## config.mk

```make
export PLATFORM = sky130hd
export DESIGN_NAME = vita_tx_control_flat
export DESIGN_NICKNAME = d
export VERILOG_FILES = /design/src/rtl/vita_tx_control_if.sv /design/src/rtl/vita_tx_control.sv /design/src/flat_wrapper.sv
export SDC_FILE = /design/constraint.sdc
export NUM_CORES = 1
export LEC_CHECK = 0
export ABC_AREA = 1
export BUFFER_PORTS_ARGS = -buffer_cell sky130_fd_sc_hd__buf_2
export CORE_AREA = 5 5 132 134
export DETAILED_ROUTE_END_ITERATION = 8
export DIE_AREA = 0 0 137 139
export HOLD_SLACK_MARGIN = 0.06
export PLACE_DENSITY = 0.66
export SLEW_MARGIN = 30
export SYNTH_ARGS = -nofsm -noshare
export SYNTH_HDL_FRONTEND = slang
export SYNTH_SLANG_ARGS = --single-unit
```

## constraint.sdc

```tcl
create_clock -name clk -period 1.9 [get_ports clk]
set_clock_uncertainty 0.15 [all_clocks]
set_input_delay 0.285 -clock clk [delete_from_list [all_inputs] [get_ports clk]]
set_output_delay 0.285 -clock clk [all_outputs]
set_load 0.005 [all_outputs]
```

## src/rtl/vita_tx_control_if.sv

```systemverilog
// Sample FIFO handshake between vita_tx_deframer (master) and vita_tx_control (slave).
// Word layout: {send_at, sob, eob, eop, time[63:0], sample[WIDTH-1:0]}.
interface vita_tx_control_if #(
   parameter int WIDTH = 32
);
   logic [4+64+WIDTH-1:0] sample_fifo_i;
   logic                  sample_fifo_src_rdy_i;
   logic                  sample_fifo_dst_rdy_o;

   modport master (
      output sample_fifo_i,
      output sample_fifo_src_rdy_i,
      input  sample_fifo_dst_rdy_o
   );

   modport slave (
      input  sample_fifo_i,
      input  sample_fifo_src_rdy_i,
      output sample_fifo_dst_rdy_o
   );
endinterface

```

## src/rtl/vita_tx_control.sv

```systemverilog
// TX burst controller: holds timed bursts until their start time, feeds one sample per DSP
// strobe, and reports ACK / UNDERRUN / LATE events with the VITA time of the event.
module vita_tx_control #(
   parameter int BASE  = 0,
   parameter int WIDTH = 32
) (
   input  logic                 clk,
   input  logic                 reset,
   input  logic                 clear,
   input  logic                 set_stb,
   input  logic [7:0]           set_addr,
   input  logic [31:0]          set_data,
   input  logic [63:0]          vita_time,
   vita_tx_control_if.slave     fifo,
   output logic [WIDTH-1:0]     sample,
   output logic                 run,
   input  logic                 strobe,
   output logic                 status_stb,
   output logic [1:0]           status_code,
   output logic [63:0]          status_time,
   output logic [31:0]          debug
);

   localparam logic [1:0] CODE_ACK      = 2'd0;
   localparam logic [1:0] CODE_UNDERRUN = 2'd1;
   localparam logic [1:0] CODE_LATE     = 2'd2;

   typedef enum logic [2:0] {
      IDLE      = 3'd0,
      WAIT_TIME = 3'd1,
      RUN       = 3'd2,
      DRAIN     = 3'd3
   } state_t;

   state_t      state;
   logic [1:0]  policy;
   logic        last_eop;
   logic        last_eob;

   logic             src_rdy;
   logic             dst_rdy;
   logic             hd_send_at;
   logic             hd_sob;
   logic             hd_eob;
   logic             hd_eop;
   logic [63:0]      hd_time;
   logic [WIDTH-1:0] hd_sample;
   logic             unused_bits;

   // A word ends the discard region on eob when policy bit0 is set, else on eop.
   function automatic logic at_boundary(input logic pol0, input logic eob, input logic eop);
      return pol0 ? eob : eop;
   endfunction

   assign src_rdy = fifo.sample_fifo_src_rdy_i;
   assign {hd_send_at, hd_sob, hd_eob, hd_eop, hd_time, hd_sample} = fifo.sample_fifo_i;
   assign unused_bits = ^{hd_sob, set_data[31:2]};

   assign run     = (state == RUN);
   assign sample  = (run && src_rdy) ? hd_sample : '0;
   assign dst_rdy = (run && strobe && src_rdy) || ((state == DRAIN) && src_rdy);
   assign fifo.sample_fifo_dst_rdy_o = dst_rdy;
   assign debug   = {state, policy, src_rdy, dst_rdy, strobe, 24'd0};

   always_ff @(posedge clk) begin
      if (!reset || clear) begin
         state       <= IDLE;
         policy      <= 2'd0;
         last_eop    <= 1'b0;
         last_eob    <= 1'b0;
         status_stb  <= 1'b0;
         status_code <= CODE_ACK;
         status_time <= 64'd0;
      end else begin
         if (set_stb && (set_addr == 8'(BASE)))
            policy <= set_data[1:0];
         status_stb <= 1'b0;
         case (state)
            // Holding off while an event is still being reported keeps status_stb single-cycle.
            IDLE: begin
               if (src_rdy && !status_stb) begin
                  last_eop <= 1'b0;
                  last_eob <= 1'b0;
                  if (!hd_send_at) begin
                     state <= RUN;
                  end else if (hd_time > vita_time) begin
                     state <= WAIT_TIME;
                  end else begin
                     state       <= DRAIN;
                     status_stb  <= 1'b1;
                     status_code <= CODE_LATE;
                     status_time <= vita_time;
                  end
               end
            end
            WAIT_TIME: begin
               if (vita_time == hd_time)
                  state <= RUN;
            end
            RUN: begin
               if (strobe && src_rdy) begin
                  last_eop <= hd_eop;
                  last_eob <= hd_eob;
                  if (hd_eob) begin
                     state       <= IDLE;
                     status_stb  <= 1'b1;
                     status_code <= CODE_ACK;
                     status_time <= vita_time;
                  end
               end else if (strobe) begin
                  // Nothing left to discard if the last word already closed the region.
                  state       <= at_boundary(policy[0], last_eob, last_eop) ? IDLE : DRAIN;
                  status_stb  <= 1'b1;
                  status_code <= CODE_UNDERRUN;
                  status_time <= vita_time;
               end
            end
            DRAIN: begin
               if (src_rdy && at_boundary(policy[0], hd_eob, hd_eop))
                  state <= IDLE;
            end
            default: state <= IDLE;
         endcase
      end
   end

endmodule
```

## src/flat_wrapper.sv

```systemverilog
// flat-port wrapper written by rule: the top's interface ports become plain ports
module vita_tx_control_flat 
#(
   parameter int BASE  = 0,
   parameter int WIDTH = 32
)
  (clk, reset, clear, set_stb, set_addr, set_data, vita_time, sample, run, strobe, status_stb, status_code, status_time, debug, fifo_sample_fifo_i, fifo_sample_fifo_src_rdy_i, fifo_sample_fifo_dst_rdy_o);
  vita_tx_control_if #(.WIDTH(WIDTH)) fifo_i ();
  input  logic clk;
  input  logic reset;
  input  logic clear;
  input  logic set_stb;
  input  logic [7:0] set_addr;
  input  logic [31:0] set_data;
  input  logic [63:0] vita_time;
  output logic [WIDTH-1:0] sample;
  output logic run;
  input  logic strobe;
  output logic status_stb;
  output logic [1:0] status_code;
  output logic [63:0] status_time;
  output logic [31:0] debug;
  input wire logic [$bits(fifo_i.sample_fifo_i)-1:0] fifo_sample_fifo_i;
  input wire logic [$bits(fifo_i.sample_fifo_src_rdy_i)-1:0] fifo_sample_fifo_src_rdy_i;
  output wire logic [$bits(fifo_i.sample_fifo_dst_rdy_o)-1:0] fifo_sample_fifo_dst_rdy_o;
  assign fifo_i.sample_fifo_i = fifo_sample_fifo_i;
  assign fifo_i.sample_fifo_src_rdy_i = fifo_sample_fifo_src_rdy_i;
  assign fifo_sample_fifo_dst_rdy_o = fifo_i.sample_fifo_dst_rdy_o;
  vita_tx_control #(.BASE(BASE), .WIDTH(WIDTH)) u_core (.clk(clk), .reset(reset), .clear(clear), .set_stb(set_stb), .set_addr(set_addr), .set_data(set_data), .vita_time(vita_time), .fifo(fifo_i), .sample(sample), .run(run), .strobe(strobe), .status_stb(status_stb), .status_code(status_code), .status_time(status_time), .debug(debug));
endmodule
```

Word level (Yosys, flattened, before mapping)
Index checks and enable logic that the tools add are counted.
{ "totals": {"inputBits": 210, "ff_bits": 74, "elab_cells": 77, "out_inout_bits": 133} }
{ "op_classes": {"n_reduce_logical": 18, "muxes": 39, "magnitude_cmp": 1, "eq_ne": 12} }
{ "op_table": {"columns": ["op", "n"], "rows": [
  ["2-to-1 mux 64 bit", 6],
  ["one-hot mux 64 bit (2 select lines)", 1],
  ["== test 64 bit", 1],
  ["greater-than comparator 64 bit", 1],
  ["2-to-1 mux 32 bit", 1],
  ["2-to-1 mux 3 bit", 7],
  ["2-to-1 mux 2 bit", 8],
  ["one-hot mux 3 bit (4 select lines)", 1],
  ["2-to-1 mux 1 bit", 11],
  ["logical AND 1 bit", 8],
  ["zero test 8 bit", 1],
  ["!= test 2 bit, second input constant", 4],
  ["== test 3 x 2 -> 1 bit, second input constant", 2],
  ["!= test 3 bit, second input constant", 2],
  ["one-hot mux 1 bit (2 select lines)", 3],
  ["AND reduction 6 bit", 1],
  ["AND reduction 5 bit", 1],
  ["!= test 2 x 1 -> 1 bit, second input constant", 2],
  ["one-hot mux 2 bit (2 select lines)", 1],
  ["== test 3 x 1 -> 1 bit, second input constant", 1],
  ["zero test 3 bit", 1],
  ["AND reduction 3 bit", 1],
  ["zero test 1 bit", 2],
  ["logical OR 1 bit", 2],
  ["nonzero test 2 bit", 1]
]} }

Logic depth before layout (Yosys ltp)
{ "logic_depth": {"depth_word": 5, "mapped_depth": 23, "mapped_depth_nobuf": 21} }

Worst setup path after synthesis
Ideal clock, no wire load.
{ "synth_timing": {"kind": "input port to flip-flop", "from": "input vita_time[55]", "to": "register u_core.status_time[19]", "arrival_ns": 1.861, "setup_time_ns": 0.113, "path_buffers": 2, "required_ns": 1.637, "setup_slack_ns": -0.225, "cell_stages": 15, "path_cell_list": "inv_1 ha_1 nand2_2 nor4_4 nand2_2 nor2_2 nand2_1 nand2_1 nand2_1 nand2_2 nand2_4 buf_6 buf_4 o21ai_1 nor2_1"} }
{ "synth_between": {"elab_chain_len": 3} }
{ "synth_lines": {"columns": ["item", "line_no", "rtl"], "rows": [
  ["start, declared", "flat_wrapper.sv:15", "input logic [63:0] vita_time;"],
  ["greater-than comparator 64 bit", "vita_tx_control.sv:86", "end else if (hd_time > vita_time) begin"],
  ["!= test 2 bit (no source line)", null, null],
  ["AND reduction 6 bit (no source line)", null, null],
  ["end signal, assigned", "vita_tx_control.sv:92", "status_time <= vita_time;"],
  ["end signal, assigned", "vita_tx_control.sv:108", "status_time <= vita_time;"],
  ["end signal, assigned", "vita_tx_control.sv:115", "status_time <= vita_time;"],
  ["end, declared", "vita_tx_control.sv:20", "output logic [63:0] status_time,"]
]} }
No other way between the ends.
A chain may end at the register's enable or synchronous reset.

Worst setup path after layout
{ "layout_timing": {"from": "input vita_time[49]", "to": "register u_core.status_time[9]"} }
Same word-level chain as after synthesis.

==> impl_metrics.tcl <==
set metrics [dict create \
    overflow 0 \
    layout.nets 1371 \
    num_io_pins 343 \
    rows 47 \
    ys_types 37 \
    synth.yosys.seq_area_share_pct 29.25 \
    period_minus_slack_ps 2116 \
    path_clk_slew_ps 60 \
    multi_input_area_sq_um 3274 \
    clock_latency_ps 330 \
    cts_buffer_depth 2 \
    cts_tree "yes" \
    crit_path_end_kind "flop" \
    finalMaxSlewViolations 0 \
    die_h_um 139 \
    fillers 1555 \
    port_buffers 286 \
    startpoint_type "input port" \
    crit_fanout 13 \
    violations "setup timing" \
    avgViaCountPerCell 4.322 \
    start_util_pct 30.89 \
    arrival_ps 2190 \
    gp_congestion 0.8586 \
    grt_use_total_pct 17.81 \
    regArea_sq_um 1466 \
    yosysMostFrequentCell "nor2_1" \
    die_area_sq_um 19040 \
    synth_top_cell_area_share_pct 29.25 \
    chipWidth_um 137 \
    crit_type "input port to flop" \
    async_flop_share_pct 0 \
    status "finished, violations left" \
    cts_buffers 9 \
    synth-edff-count 0 \
    leakage_nw 4.676 \
    grt_pass1_vias 5557 \
    grt_pass1_wl_um 27310 \
    cellPowerDensity_nw_per_um2 575.2 \
    ant_nets 0 \
    synthesis.area_sq_um 4996 \
    drive_gt1_share_pct 43.38 \
    ys_top_cells_by_count "187 x nor2_1, 124 x inv_1, 80 x nand2_1, 73 x dfxtp_1, 64 x ha_1" \
    route.detailed.drc 0 \
    min_from "vita_time[52]" \
    dpl.hpwl_um 13460 \
    max_freq_mhz 472.6 \
    grt_setup_unrepaired "yes" \
    clock-sinks 73 \
    via_count 5718 \
    worstSetupStartpoint "vita_time[49]" \
    dpl_cell_area_sq_um 6918 \
    drt_iter0_markers 208 \
    htree_levels 3 \
    antenna_found_initial 2 \
    hp-class "input port to flop" \
    worst_slack_ps -216.1 \
    tns_ps -11980 \
    final_hold_viol_count 0 \
    min_period_over_period_pct 111.4 \
    wirelength_um 18260 \
    yosysTopAreaCell "dfxtp_1" \
    required_ps 1980 \
    postLayoutCellArea_sq_um 8253 \
    synthCells 735 \
    grt_start_max_net_pins 41 \
    yosys-top-cells-area "dfxtp_1 29%, ha_1 16%, nor2_1 14%, inv_1 9.3%, nand2_1 6.0%" \
    yosys_register_bits 73 \
    core-area_sq_um 16170 \
    holdWs_ps 81.94 \
    firstDrtPassIters 4 \
    finalSetupViolations 82 \
    ys.flop_type "dfxtp_1" \
    area_growth_pct 65.19 \
    wire_per_inst_um 13.80 \
    maxCapViolCount 0 \
    reg2reg_from "u_core.state[1]" \
    cts_root_buffer "clkbuf_16" \
    syn_area_per_cell_sq_um 6.797 \
    ir_drop_mv 0.4944 \
    fin_util_pct 51.03 \
    ys_warn_count 0 \
]
cells in the final DEF, fill, tap and decap left out, drive strengths merged, types with 6 or more instances in the layout:
cell type	Yosys	layout
nand4	6	6
inv	125	125
nand2	84	84
a21oi	39	39
o21ai	74	74
dlygate4sd3	0	36
conb	1	25
ha	64	64
nand3	7	7
dfxtp	73	73
buf	43	340
nor2	189	189
clkbuf	9	16
per-layer routing:
metal  global-route usage [%]  up-vias  part of all wire [%]
li1                         -     2980                     -
met1                    21.14     2536                    42
met2                    31.22      177                    50
met3                    5.842       23                   7.2
met4                    3.519        2                   1.2
met5                        0        -                 0.071
worst paths after layout:
check | endpoint | slack (ps) | cells after the start
setup reg to reg | u_core.status_time[9] | 80 | 11
setup / recovery | u_core.status_time[9] | -220 | 15
hold / removal | u_core.status_time[52] | 80 | 3
hold reg to reg | u_core.status_code[1] | 300 | 2
area by class of cell:
| class | count | share of cell area [%] |
|---|---|---|
| multi-input combinational | 508 | 39.68 |
| timing repair buffer | 379 | 29.50 |
| sequential | 73 | 17.77 |
| inverter | 126 | 6.170 |
| tap | 220 | 3.335 |
| clock buffer | 13 | 3.032 |
| clock inverter | 3 | 0.4851 |
| antenna | 1 | 0.03032 |
registers in the layout (all words and copies together) (netlist names):
name                cells
u_core.policy           2
u_core.status_code      2
u_core.last_eop         1
u_core.status_time     64
u_core.status_stb       1
u_core.state            2
u_core.last_eob         1
critical path, cell delays in order:
cell and delay, ps:
buf_2 150, inv_8 30, ha_4 270, nand2_4 50, nor4_4 320, nand2_2 120
nor2_4 130, nand2_2 60, nand2_2 80, nand2_2 70, nand2_4 80, nand2_8 100
buf_6 180, o21ai_0 170, nor2_1 60
metrics by stage:
step / worst slack (ps) / power (mW) / instances
final: -216.1 / 4.747 / 1323
after floorplan: -161.9 / 2.315 / 759
after global placement: -589.0 / 2.762 / 1261
after CTS: -175.2 / 4.627 / 1315
after global routing: -326.5 / 5.041 / 1323
after detailed placement: -629.2 / 2.774 / 1261
logic make-up (layout without fill, tap and decap cells):
family / after synthesis / in the layout / share of synthesized area (%)
DFF: 73 / 73 / 29.25
AOI/OAI and AO/OA: 122 / 122 / 12.67
adders and majority gates: 64 / 64 / 16.03
and+or+nand+nor: 297 / 297 / 24.39
other: 1 / 26 / 0.07506
buffers and inverters: 178 / 521 / 17.58
timing repair:
item / in CTS / in global routing
hold endpoints to repair: 36 / 0
hold buffers: 36 / 0
setup endpoints to repair: 101 / 102
resized for setup: 36 / 95
gates cloned: 1 / 3
pin swaps: 1 / 19
setup buffers: 1 / 5
power breakdown:
| part | switching, mW | internal [mW] |
|---|---|---|
| logic | 0.713 | 0.683 |
| registers | 0.0410 | 1.60 |
| clock network | 0.662 | 1.05 |
(Power assumes the default switching activity.)
